File: src/rtl/spi_apb_fifo_if_if.sv
// spi_apb_fifo_if_if: APB3 bus bundle (PSEL/PENABLE/PWRITE/PADDR/PWDATA in, PRDATA/PREADY/PSLVERR out) with master/slave views
interface spi_apb_fifo_if_if #(parameter int DATA_W = 8);
  logic              PSEL_i;
  logic              PENABLE_i;
  logic              PWRITE_i;
  logic [2:0]        PADDR_i;
  logic [DATA_W-1:0] PWDATA_i;
  logic [DATA_W-1:0] PRDATA_o;
  logic              PREADY_o;
  logic              PSLVERR_o;
  modport master(output PSEL_i, PENABLE_i, PWRITE_i, PADDR_i, PWDATA_i, input PRDATA_o, PREADY_o, PSLVERR_o);
  modport slave(input PSEL_i, PENABLE_i, PWRITE_i, PADDR_i, PWDATA_i, output PRDATA_o, PREADY_o, PSLVERR_o);
endinterface

File: src/rtl/spi_apb_fifo_if.sv
// spi_apb_fifo_if: APB3 register file (CR1/CR2/BR/SR/DR) with TX/RX FIFOs, mode FSM and irq; ports: PCLK, PRESET_n, apb (slave), CR1/BR field outputs, spi_mode_o, TX/RX shifter handshake, ss_i, irq_o
module spi_apb_fifo_if #(
  parameter int DATA_W     = 8,
  parameter int FIFO_DEPTH = 4
) (
  input  logic                 PCLK,
  input  logic                 PRESET_n,
  spi_apb_fifo_if_if.slave     apb,
  output logic                 mstr_o,
  output logic                 cpol_o,
  output logic                 cpha_o,
  output logic                 lsbfe_o,
  output logic [2:0]           sppr_o,
  output logic [2:0]           spr_o,
  output logic [1:0]           spi_mode_o,
  output logic [DATA_W-1:0]    tx_data_o,
  output logic                 tx_valid_o,
  input  logic                 tx_ready_i,
  input  logic [DATA_W-1:0]    rx_data_i,
  input  logic                 rx_valid_i,
  input  logic                 ss_i,
  output logic                 irq_o
);
  localparam int AW = $clog2(FIFO_DEPTH);
  typedef enum logic [1:0] {IDLE, SETUP, ACCESS} apb_st_t;
  typedef enum logic [1:0] {RUN = 2'b00, WAIT = 2'b01, STOP = 2'b10} mode_t;
  apb_st_t           r_apb;
  mode_t             r_mode;
  logic [7:0]        r_cr1, r_cr2, r_br;
  logic              r_ovr;
  logic [DATA_W-1:0] r_tx_mem [FIFO_DEPTH];
  logic [DATA_W-1:0] r_rx_mem [FIFO_DEPTH];
  logic [AW:0]       r_tx_wp, r_tx_rp, r_rx_wp, r_rx_rp;
  logic w_acc, w_dr, w_err, w_wr, w_rd;
  logic w_tx_empty, w_tx_full, w_rx_empty, w_rx_full;
  logic w_tx_push, w_tx_pop, w_rx_push, w_rx_pop, w_rx_on;
  logic w_ovr_set, w_ovr_clr, w_modf;
  logic [7:0] w_sr, w_reg;
  assign w_acc      = r_apb == ACCESS;
  assign w_dr       = apb.PADDR_i == 3'd4;
  assign w_tx_empty = r_tx_wp == r_tx_rp;
  assign w_tx_full  = (r_tx_wp[AW] != r_tx_rp[AW]) && (r_tx_wp[AW-1:0] == r_tx_rp[AW-1:0]);
  assign w_rx_empty = r_rx_wp == r_rx_rp;
  assign w_rx_full  = (r_rx_wp[AW] != r_rx_rp[AW]) && (r_rx_wp[AW-1:0] == r_rx_rp[AW-1:0]);
  // An erroring access is masked out of w_wr/w_rd so it cannot touch any state.
  assign w_err = w_acc & ((apb.PADDR_i > 3'd4) | (w_dr & apb.PWRITE_i & w_tx_full) | (w_dr & !apb.PWRITE_i & w_rx_empty));
  assign w_wr  = w_acc & apb.PWRITE_i & !w_err;
  assign w_rd  = w_acc & !apb.PWRITE_i & !w_err;
  assign w_tx_push = w_wr & w_dr;
  assign w_rx_pop  = w_rd & w_dr;
  assign tx_valid_o = !w_tx_empty & (r_mode != STOP);
  assign tx_data_o  = r_tx_mem[r_tx_rp[AW-1:0]];
  assign w_tx_pop   = tx_valid_o & tx_ready_i;
  // A full RX FIFO still accepts a word when the same cycle pops one.
  assign w_rx_on   = rx_valid_i & (r_mode != STOP);
  assign w_rx_push = w_rx_on & (!w_rx_full | w_rx_pop);
  assign w_ovr_set = w_rx_on & w_rx_full & !w_rx_pop;
  assign w_ovr_clr = w_wr & (apb.PADDR_i == 3'd3) & apb.PWDATA_i[6];
  assign w_modf    = !ss_i & r_cr1[4] & r_cr2[4] & !r_cr1[1];
  assign w_sr  = {!w_rx_empty, r_ovr, w_tx_empty, w_modf, w_tx_full, w_rx_full, 2'b00};
  assign w_reg = apb.PADDR_i == 3'd0 ? r_cr1 :
                 apb.PADDR_i == 3'd1 ? r_cr2 :
                 apb.PADDR_i == 3'd2 ? r_br  :
                 apb.PADDR_i == 3'd3 ? w_sr  : 8'h00;
  assign apb.PRDATA_o  = !w_rd ? '0 : w_dr ? r_rx_mem[r_rx_rp[AW-1:0]] : DATA_W'(w_reg);
  assign apb.PREADY_o  = w_acc;
  assign apb.PSLVERR_o = w_err;
  assign mstr_o     = r_cr1[4];
  assign cpol_o     = r_cr1[3];
  assign cpha_o     = r_cr1[2];
  assign lsbfe_o    = r_cr1[0];
  assign sppr_o     = r_br[6:4];
  assign spr_o      = r_br[2:0];
  assign spi_mode_o = r_mode;
  assign irq_o      = (r_cr1[7] & (!w_rx_empty | w_modf | r_ovr)) | (r_cr1[5] & w_tx_empty);
  always_ff @(posedge PCLK or negedge PRESET_n) begin
    if (!PRESET_n) begin
      r_apb   <= IDLE;
      r_mode  <= RUN;
      r_cr1   <= 8'h04;
      r_cr2   <= 8'h00;
      r_br    <= 8'h00;
      r_ovr   <= 1'b0;
      r_tx_wp <= '0;
      r_tx_rp <= '0;
      r_rx_wp <= '0;
      r_rx_rp <= '0;
    end else begin
      case (r_apb)
        IDLE:    r_apb <= (apb.PSEL_i & !apb.PENABLE_i) ? SETUP : IDLE;
        SETUP:   r_apb <= !apb.PSEL_i ? IDLE : apb.PENABLE_i ? ACCESS : SETUP;
        ACCESS:  r_apb <= apb.PSEL_i ? SETUP : IDLE;
        default: r_apb <= IDLE;
      endcase
      case (r_mode)
        RUN:     r_mode <= !r_cr1[6] ? WAIT : RUN;
        WAIT:    r_mode <= r_cr1[6] ? RUN : r_cr2[1] ? STOP : WAIT;
        STOP:    r_mode <= r_cr1[6] ? RUN : !r_cr2[1] ? WAIT : STOP;
        default: r_mode <= RUN;
      endcase
      if (w_wr && apb.PADDR_i == 3'd0) r_cr1 <= apb.PWDATA_i[7:0];
      if (w_wr && apb.PADDR_i == 3'd1) r_cr2 <= apb.PWDATA_i[7:0] & 8'h1B;
      if (w_wr && apb.PADDR_i == 3'd2) r_br  <= apb.PWDATA_i[7:0] & 8'h77;
      r_ovr <= w_ovr_set | (r_ovr & !w_ovr_clr);
      if (w_tx_push) r_tx_wp <= r_tx_wp + (AW+1)'(1);
      if (w_tx_pop)  r_tx_rp <= r_tx_rp + (AW+1)'(1);
      if (w_rx_push) r_rx_wp <= r_rx_wp + (AW+1)'(1);
      if (w_rx_pop)  r_rx_rp <= r_rx_rp + (AW+1)'(1);
    end
  end
  always_ff @(posedge PCLK) begin
    if (w_tx_push) r_tx_mem[r_tx_wp[AW-1:0]] <= apb.PWDATA_i;
    if (w_rx_push) r_rx_mem[r_rx_wp[AW-1:0]] <= rx_data_i;
  end
endmodule

File: src/flat_wrapper.sv
// flat-port wrapper written by rule: the top's interface ports become plain ports
module spi_apb_fifo_if_flat 
#(
  parameter int DATA_W     = 8,
  parameter int FIFO_DEPTH = 4
)
  (PCLK, PRESET_n, mstr_o, cpol_o, cpha_o, lsbfe_o, sppr_o, spr_o, spi_mode_o, tx_data_o, tx_valid_o, tx_ready_i, rx_data_i, rx_valid_i, ss_i, irq_o, apb_PSEL_i, apb_PENABLE_i, apb_PWRITE_i, apb_PADDR_i, apb_PWDATA_i, apb_PRDATA_o, apb_PREADY_o, apb_PSLVERR_o);
  spi_apb_fifo_if_if #(.DATA_W(DATA_W)) apb_i ();
  input  logic PCLK;
  input  logic PRESET_n;
  output logic mstr_o;
  output logic cpol_o;
  output logic cpha_o;
  output logic lsbfe_o;
  output logic [2:0] sppr_o;
  output logic [2:0] spr_o;
  output logic [1:0] spi_mode_o;
  output logic [DATA_W-1:0] tx_data_o;
  output logic tx_valid_o;
  input  logic tx_ready_i;
  input  logic [DATA_W-1:0] rx_data_i;
  input  logic rx_valid_i;
  input  logic ss_i;
  output logic irq_o;
  input wire logic [$bits(apb_i.PSEL_i)-1:0] apb_PSEL_i;
  input wire logic [$bits(apb_i.PENABLE_i)-1:0] apb_PENABLE_i;
  input wire logic [$bits(apb_i.PWRITE_i)-1:0] apb_PWRITE_i;
  input wire logic [$bits(apb_i.PADDR_i)-1:0] apb_PADDR_i;
  input wire logic [$bits(apb_i.PWDATA_i)-1:0] apb_PWDATA_i;
  output wire logic [$bits(apb_i.PRDATA_o)-1:0] apb_PRDATA_o;
  output wire logic [$bits(apb_i.PREADY_o)-1:0] apb_PREADY_o;
  output wire logic [$bits(apb_i.PSLVERR_o)-1:0] apb_PSLVERR_o;
  assign apb_i.PSEL_i = apb_PSEL_i;
  assign apb_i.PENABLE_i = apb_PENABLE_i;
  assign apb_i.PWRITE_i = apb_PWRITE_i;
  assign apb_i.PADDR_i = apb_PADDR_i;
  assign apb_i.PWDATA_i = apb_PWDATA_i;
  assign apb_PRDATA_o = apb_i.PRDATA_o;
  assign apb_PREADY_o = apb_i.PREADY_o;
  assign apb_PSLVERR_o = apb_i.PSLVERR_o;
  spi_apb_fifo_if #(.DATA_W(DATA_W), .FIFO_DEPTH(FIFO_DEPTH)) u_core (.PCLK(PCLK), .PRESET_n(PRESET_n), .apb(apb_i), .mstr_o(mstr_o), .cpol_o(cpol_o), .cpha_o(cpha_o), .lsbfe_o(lsbfe_o), .sppr_o(sppr_o), .spr_o(spr_o), .spi_mode_o(spi_mode_o), .tx_data_o(tx_data_o), .tx_valid_o(tx_valid_o), .tx_ready_i(tx_ready_i), .rx_data_i(rx_data_i), .rx_valid_i(rx_valid_i), .ss_i(ss_i), .irq_o(irq_o));
endmodule
File: config.mk
export PLATFORM = sky130hd
export DESIGN_NAME = spi_apb_fifo_if_flat
export DESIGN_NICKNAME = d
export VERILOG_FILES = /design/src/rtl/spi_apb_fifo_if_if.sv /design/src/rtl/spi_apb_fifo_if.sv /design/src/flat_wrapper.sv
export SDC_FILE = /design/constraint.sdc
export NUM_CORES = 1
export LEC_CHECK = 0
export ABC_AREA = 1
export CORE_UTILIZATION = 55
export DETAILED_ROUTE_END_ITERATION = 16
export PLACE_DENSITY_LB_ADDON = 0.05
export SKIP_LAST_GASP = 1
export SLEW_MARGIN = 20
export SYNTH_ARGS = -nofsm -noshare
export SYNTH_HDL_FRONTEND = slang
export SYNTH_SLANG_ARGS = --single-unit
File: constraint.sdc
create_clock -name PCLK -period 5.9 [get_ports PCLK]
set_input_delay 0.885 -clock PCLK [delete_from_list [all_inputs] [get_ports PCLK]]
set_output_delay 0.885 -clock PCLK [all_outputs]
set_load 0.01 [all_outputs]
# Word level (Yosys, flattened, before mapping)
# Memories as Yosys holds them, arrays and structs flattened.
# Index checks and enable logic that the tools add are counted.
# totals
n_memories	2
output_inout_bits	32
reg_bits	35
mem_bits_rw	64
inputBits	27
# memory_table
memory	depth	width	read_ports	rd_ports_with_merged_regs	write_ports	line_no	text
u_core.r_rx_mem	4	8	1	0	1	spi_apb_fifo_if.sv:32	logic [DATA_W-1:0] r_rx_mem [FIFO_DEPTH];
u_core.r_tx_mem	4	8	1	0	1	spi_apb_fifo_if.sv:31	logic [DATA_W-1:0] r_tx_mem [FIFO_DEPTH];
# op_classes
n_eq_ne	15
n_mux	19
n_reduce_logical	19
order_cmp	1
addsub	4
bitwise_logic	33
# ops
op	count
$mux 8	6
$and 1x1->1	26
$add 3x1->3 const B	4
$logic_not 1->1	10
$mux 2	4
$mux 1	7
$or 1x1->1	7
$eq 3x2->1 const B	2
$eq 3x3->1	2
$pmux 2 s3	1
$logic_and 1x1->1	5
$eq 2x1->1 const B	2
$eq 2x2->1	2
$eq 2x2->1 const B	2
$logic_not 2->1	2
$pmux 2 s2	1
$eq 3x1->1 const B	1
$eq 3x3->1 const B	1
$gt 3x3->1 const B	1
$logic_not 3->1	1
$ne 1x1->1	2
$ne 2x2->1 const B	1
$reduce_or 2->1	1

# Longest topological paths before layout
# logic_depth
depth_word	13
ltp_mapped	12
ltp_nobuf	11

# Worst setup path before layout
# No wires, ideal clock.
# synth_path
path_kind	input to output
from	in apb_PADDR_i[0]
to	out apb_PRDATA_o[7]
path_stages	7
t_arrival_ns	1.902
required_ns	5.015
slack_ns	3.113
n_path_buf	1
path_cell_list	inv_1 > nand2_1 > nor2_1 > buf_2 > inv_1 > a221o_1 > a21oi_1
# synth_between
elab_chain_len	9
# synth_lines
element	line_no	text
start: declaration	flat_wrapper.sv:28	input wire logic [$bits(apb_i.PADDR_i)-1:0] apb_PADDR_i;
$eq 3x3->1	spi_apb_fifo_if.sv:40	assign w_dr = apb.PADDR_i == 3'd4;
$and 1x1->1 (2 in series)	spi_apb_fifo_if.sv:46	assign w_err = w_acc & ((apb.PADDR_i > 3'd4) | (w_dr & apb.PWRITE_i & w_tx_full) | (w_dr & !apb.PWRITE_i & w_r ...
$or 1x1->1 (2 in series)	spi_apb_fifo_if.sv:46	
$and 1x1->1	spi_apb_fifo_if.sv:46	
$logic_not 1->1	spi_apb_fifo_if.sv:48	assign w_rd = w_acc & !apb.PWRITE_i & !w_err;
$and 1x1->1	spi_apb_fifo_if.sv:48	
$mux 8 (*)	spi_apb_fifo_if.sv:65	assign apb.PRDATA_o = !w_rd ? '0 : w_dr ? r_rx_mem[r_rx_rp[AW-1:0]] : DATA_W'(w_reg);
end: declaration	flat_wrapper.sv:30	output wire logic [$bits(apb_i.PRDATA_o)-1:0] apb_PRDATA_o;
# Every way passes the cells marked *; elsewhere a longest branch is shown, timed or not.

# Final worst setup path
# layout_path
from	in apb_PADDR_i[0]
to	out apb_PRDATA_o[1]
# The elaborated chain is that of the path after synthesis.

==> key figures <==
Floorplanning
  • Die Ht: between 90 and 100 um
  • Die W: 92.7 um
  • Initial core utilization: 0.577
  • Core area: roughly 7800 um^2
  • Die area: 8600 um^2
  • Ports: 59
  • Std cell rows: 32

Synthesis
  • Register area share after synthesis: 0.618
  • Area of the mapped netlist: 4530 um^2
  • Yosys warns: 0
  • Synth Instances: 420
  • Number of synthesized flops with an enable pin: 64
  • Synth cell types: 36
  • Post-synth ARST share: 0.354
  • Mean Syn Cell Area: about 11 um^2
  • Syn_nets: between 400 and 500
  • #FFs+latches synth: 99
  • Synth Flop Type: edfxtp_1

Clock tree
  • Cts hold-fix bufs: 0
  • Reg clk slew, reported paths: around 90 ps
  • Resized cells post-CTS: 0
  • CTS root buffer: clkbuf_8
  • Setup repair bufs after CTS: 0
  • CTS buffer count: 9
  • TritonCTS Sinks: 99
  • H-tree depth: 3
  • Clock latency on the worst-skew pair: about 360 ps
  • Clock tree from TritonCTS: done
  • Bufs on Longest Clock Path: 2

Detailed routing
  • Vias: 3127
  • Initial DRC Count: ~240
  • Average wire per standard cell: roughly 16 um
  • Via/cell ratio: between 5 and 6
  • ANT nets after route: 0
  • Remaining DRCs: 0
  • Routed wire length: around 9.2 mm
  • Drt first pass iters: 4

Layout
  • Diode count: 0
  • Area growth syn-to-layout: 18.5%
  • Nets: between 500 and 600
  • Share of layout cells above drive strength 1: 0.0744
  • Most frequent cells in the layout: nand2_1 (64), edfxtp_1 (64), clkdlybuf4s50_1 (57), nor2_1 (51), o21ai_0 (46)
  • Layout Cells excl Fill: 586

STA
  • Final min period: roughly 4200 ps
  • RSZ-0062 raised after global routing: no
  • Worst Max-Slew Pin Slew: 780 ps
  • Max transition margin: 0.478
  • Fmax: between 200 and 250 MHz
  • Setup violators final: 0
  • Final clock skew: 7.08 ps
  • Sum Neg Setup Slack: 0 ps
  • Fin. Hold Viols: 0
  • Fin. max-slew vios: 0
  • Fin crit share: 0.717

Pwr
  • Sequential power share: 0.481
  • Pwr/cell area: approximately 350 nW/um^2
  • Logic gate share of total power: 0.282
  • Switching Power: 620 uW
  • Leakage: ~2.2 nW
  • Clock share of power: 0.237
  • Internal: approximately 1.3 mW
  • Overall power: roughly 1.9 mW
  • Net Sw Frac: 0.326
  • VDD IR max: 195 uV

Worst setup path
  • WP data required: around 5000 ps
  • Crit Path Max Fanout: 11
  • Startpoint Class: input pin
  • Critical path type: input pin to primary output
  • Setup crit start: apb_PADDR_i[0]
  • Crit path DAT: 3340 ps
  • Critical Path End Type: primary output
  • R2R Path Start: u_core.r_rx_rp[0]

Global route
  • Met3 Use GR: 0.0328
  • Busiest grt layer: met2
  • Vias in the first global route: 2918
  • Overflow after GRT: 0
  • Overall routing resource usage: 0.229
  • Pin count of the biggest net entering global routing: 36
  • Initial antenna violation count: 0
  • First-pass GRT wire length: around 15 mm
  • Met1 usage: 0.282
  • GRT met2 Usage: 0.401

Placement
  • Post-DP HPWL: between 6 and 7 mm
  • PortBufs: between 50 and 60
  • Placed cells: between 500 and 600
  • RD Place Congestion: just over 0.8

Worst hold path
  • Class of the worst hold path: register to register
  • Hold path startpoint: u_core.r_tx_wp[2]

Run status
  • Status: finished, final reports clean

Job
  • Max-cap viol count: 0
[layout make-up]
| cell class | count | area (um^2) |
|---|---|---|
| clock inverters | 6 | 71.3 |
| well taps | 102 | 128 |
| clock buffers | 10 | 138 |
| multi-input cells | 263 | 1460 |
| fillers | 626 | 2480 |
| repair buffers | 59 | 583 |
| inverters | 47 | 186 |
| flip-flops and latches | 99 | 2800 |
[kinds of logic after synthesis]
kind of cell / share of synthesized area
simple gates: 0.155
compound gates: 0.109
xor+xnor: 0.0229
flops: 0.618
buf+inv: 0.0591
fa+ha+maj: 0.0359
[state kept, by name (all words and copies together) (netlist names)]
register,flops
u_core.r_cr2,4
u_core.r_tx_wp,3
u_core.r_rx_mem,32
u_core.r_cr1,8
u_core.r_tx_rp,3
u_core.r_tx_mem,32
u_core.r_br,6
u_core.r_rx_rp,3
u_core.r_rx_wp,3
u_core.spi_mode_o,2
u_core.r_ovr,1
u_core.r_apb,2
[layer usage]
layer  vias to the layer above  share of wire
li1                       1561              -
met3                        12          0.037
met1                      1484           0.43
met5                         -              0
met4                         0          0.017
met2                        70           0.52
[cell usage after synthesis (3+ instances only)]
cell type,count,area [um^2]
clkbuf_1,3,11.3
o22ai_1,13,81.3
nand3_1,19,95.1
a211oi_1,3,22.5
nand2_1,64,240
edfxtp_1,64,1920
nor2_1,51,191
ha_1,13,163
o221ai_1,5,43.8
o21ai_0,46,230
buf_6,5,56.3
inv_1,45,169
dfrtp_1,34,851
nand4_1,3,18.8
xor2_1,6,52.6
nor2_2,3,18.8
xnor2_1,4,35.0
a21oi_1,12,60.1
nand2_2,4,25.0
[worst max-delay path: stages]
cell             delay [ps]
clkdlybuf4s50_1         520
inv_1                    70
nand2_1                 160
nor2_1                   60
buf_4                   180
nand2_1                  80
nor2_2                   50
nor2_2                  170
nand2_1                 210
a211oi_1                340
clkdlybuf4s50_1         620
[power groups by stage]
| stage | Clock [mW] | Sequential (mW) | Combinational, mW |
|---|---|---|---|
| 6_report | 0.451 | 0.913 | 0.536 |
| 5_1_grt | 0.480 | 0.927 | 0.605 |
| 4_1_cts | 0.457 | 0.914 | 0.542 |
| 3_5_place_dp | 0 | 0.928 | 0.540 |
| 3_3_place_gp | 0 | 0.927 | 0.525 |
| 2_1_floorplan | 0 | 0.887 | 0.362 |
[per-stage QoR]
| step | hold WS, ps | area (um^2) | utilization | setup WS, ps |
|---|---|---|---|---|
| 3_5_place_dp | 484 | 5160 | 0.657 | 1700 |
| 4_1_cts | 502 | 5370 | 0.684 | 1680 |
| 6_report | 499 | 5370 | 0.684 | 1670 |
| 3_3_place_gp | 478 | 5160 | 0.657 | 1770 |
| 5_1_grt | 530 | 5370 | 0.684 | 1520 |
| 2_1_floorplan | 443 | 4530 | - | 3110 |
[final timing paths]
path | to | slack [ps] | depth (start not counted)
min | u_core.r_tx_wp[2] | 500 | 1
max | apb_PRDATA_o[1] | 1670 | 11
max reg2reg | u_core.r_rx_mem[2][7] | 3270 | 8
max in group asynchronous | u_core.r_cr1[1] | 4800 | 1
min reg2reg | u_core.r_tx_wp[2] | 500 | 1
min in group asynchronous | u_core.r_rx_wp[0] | 600 | 1
Note: power is estimated with default switching activity, not from simulation.
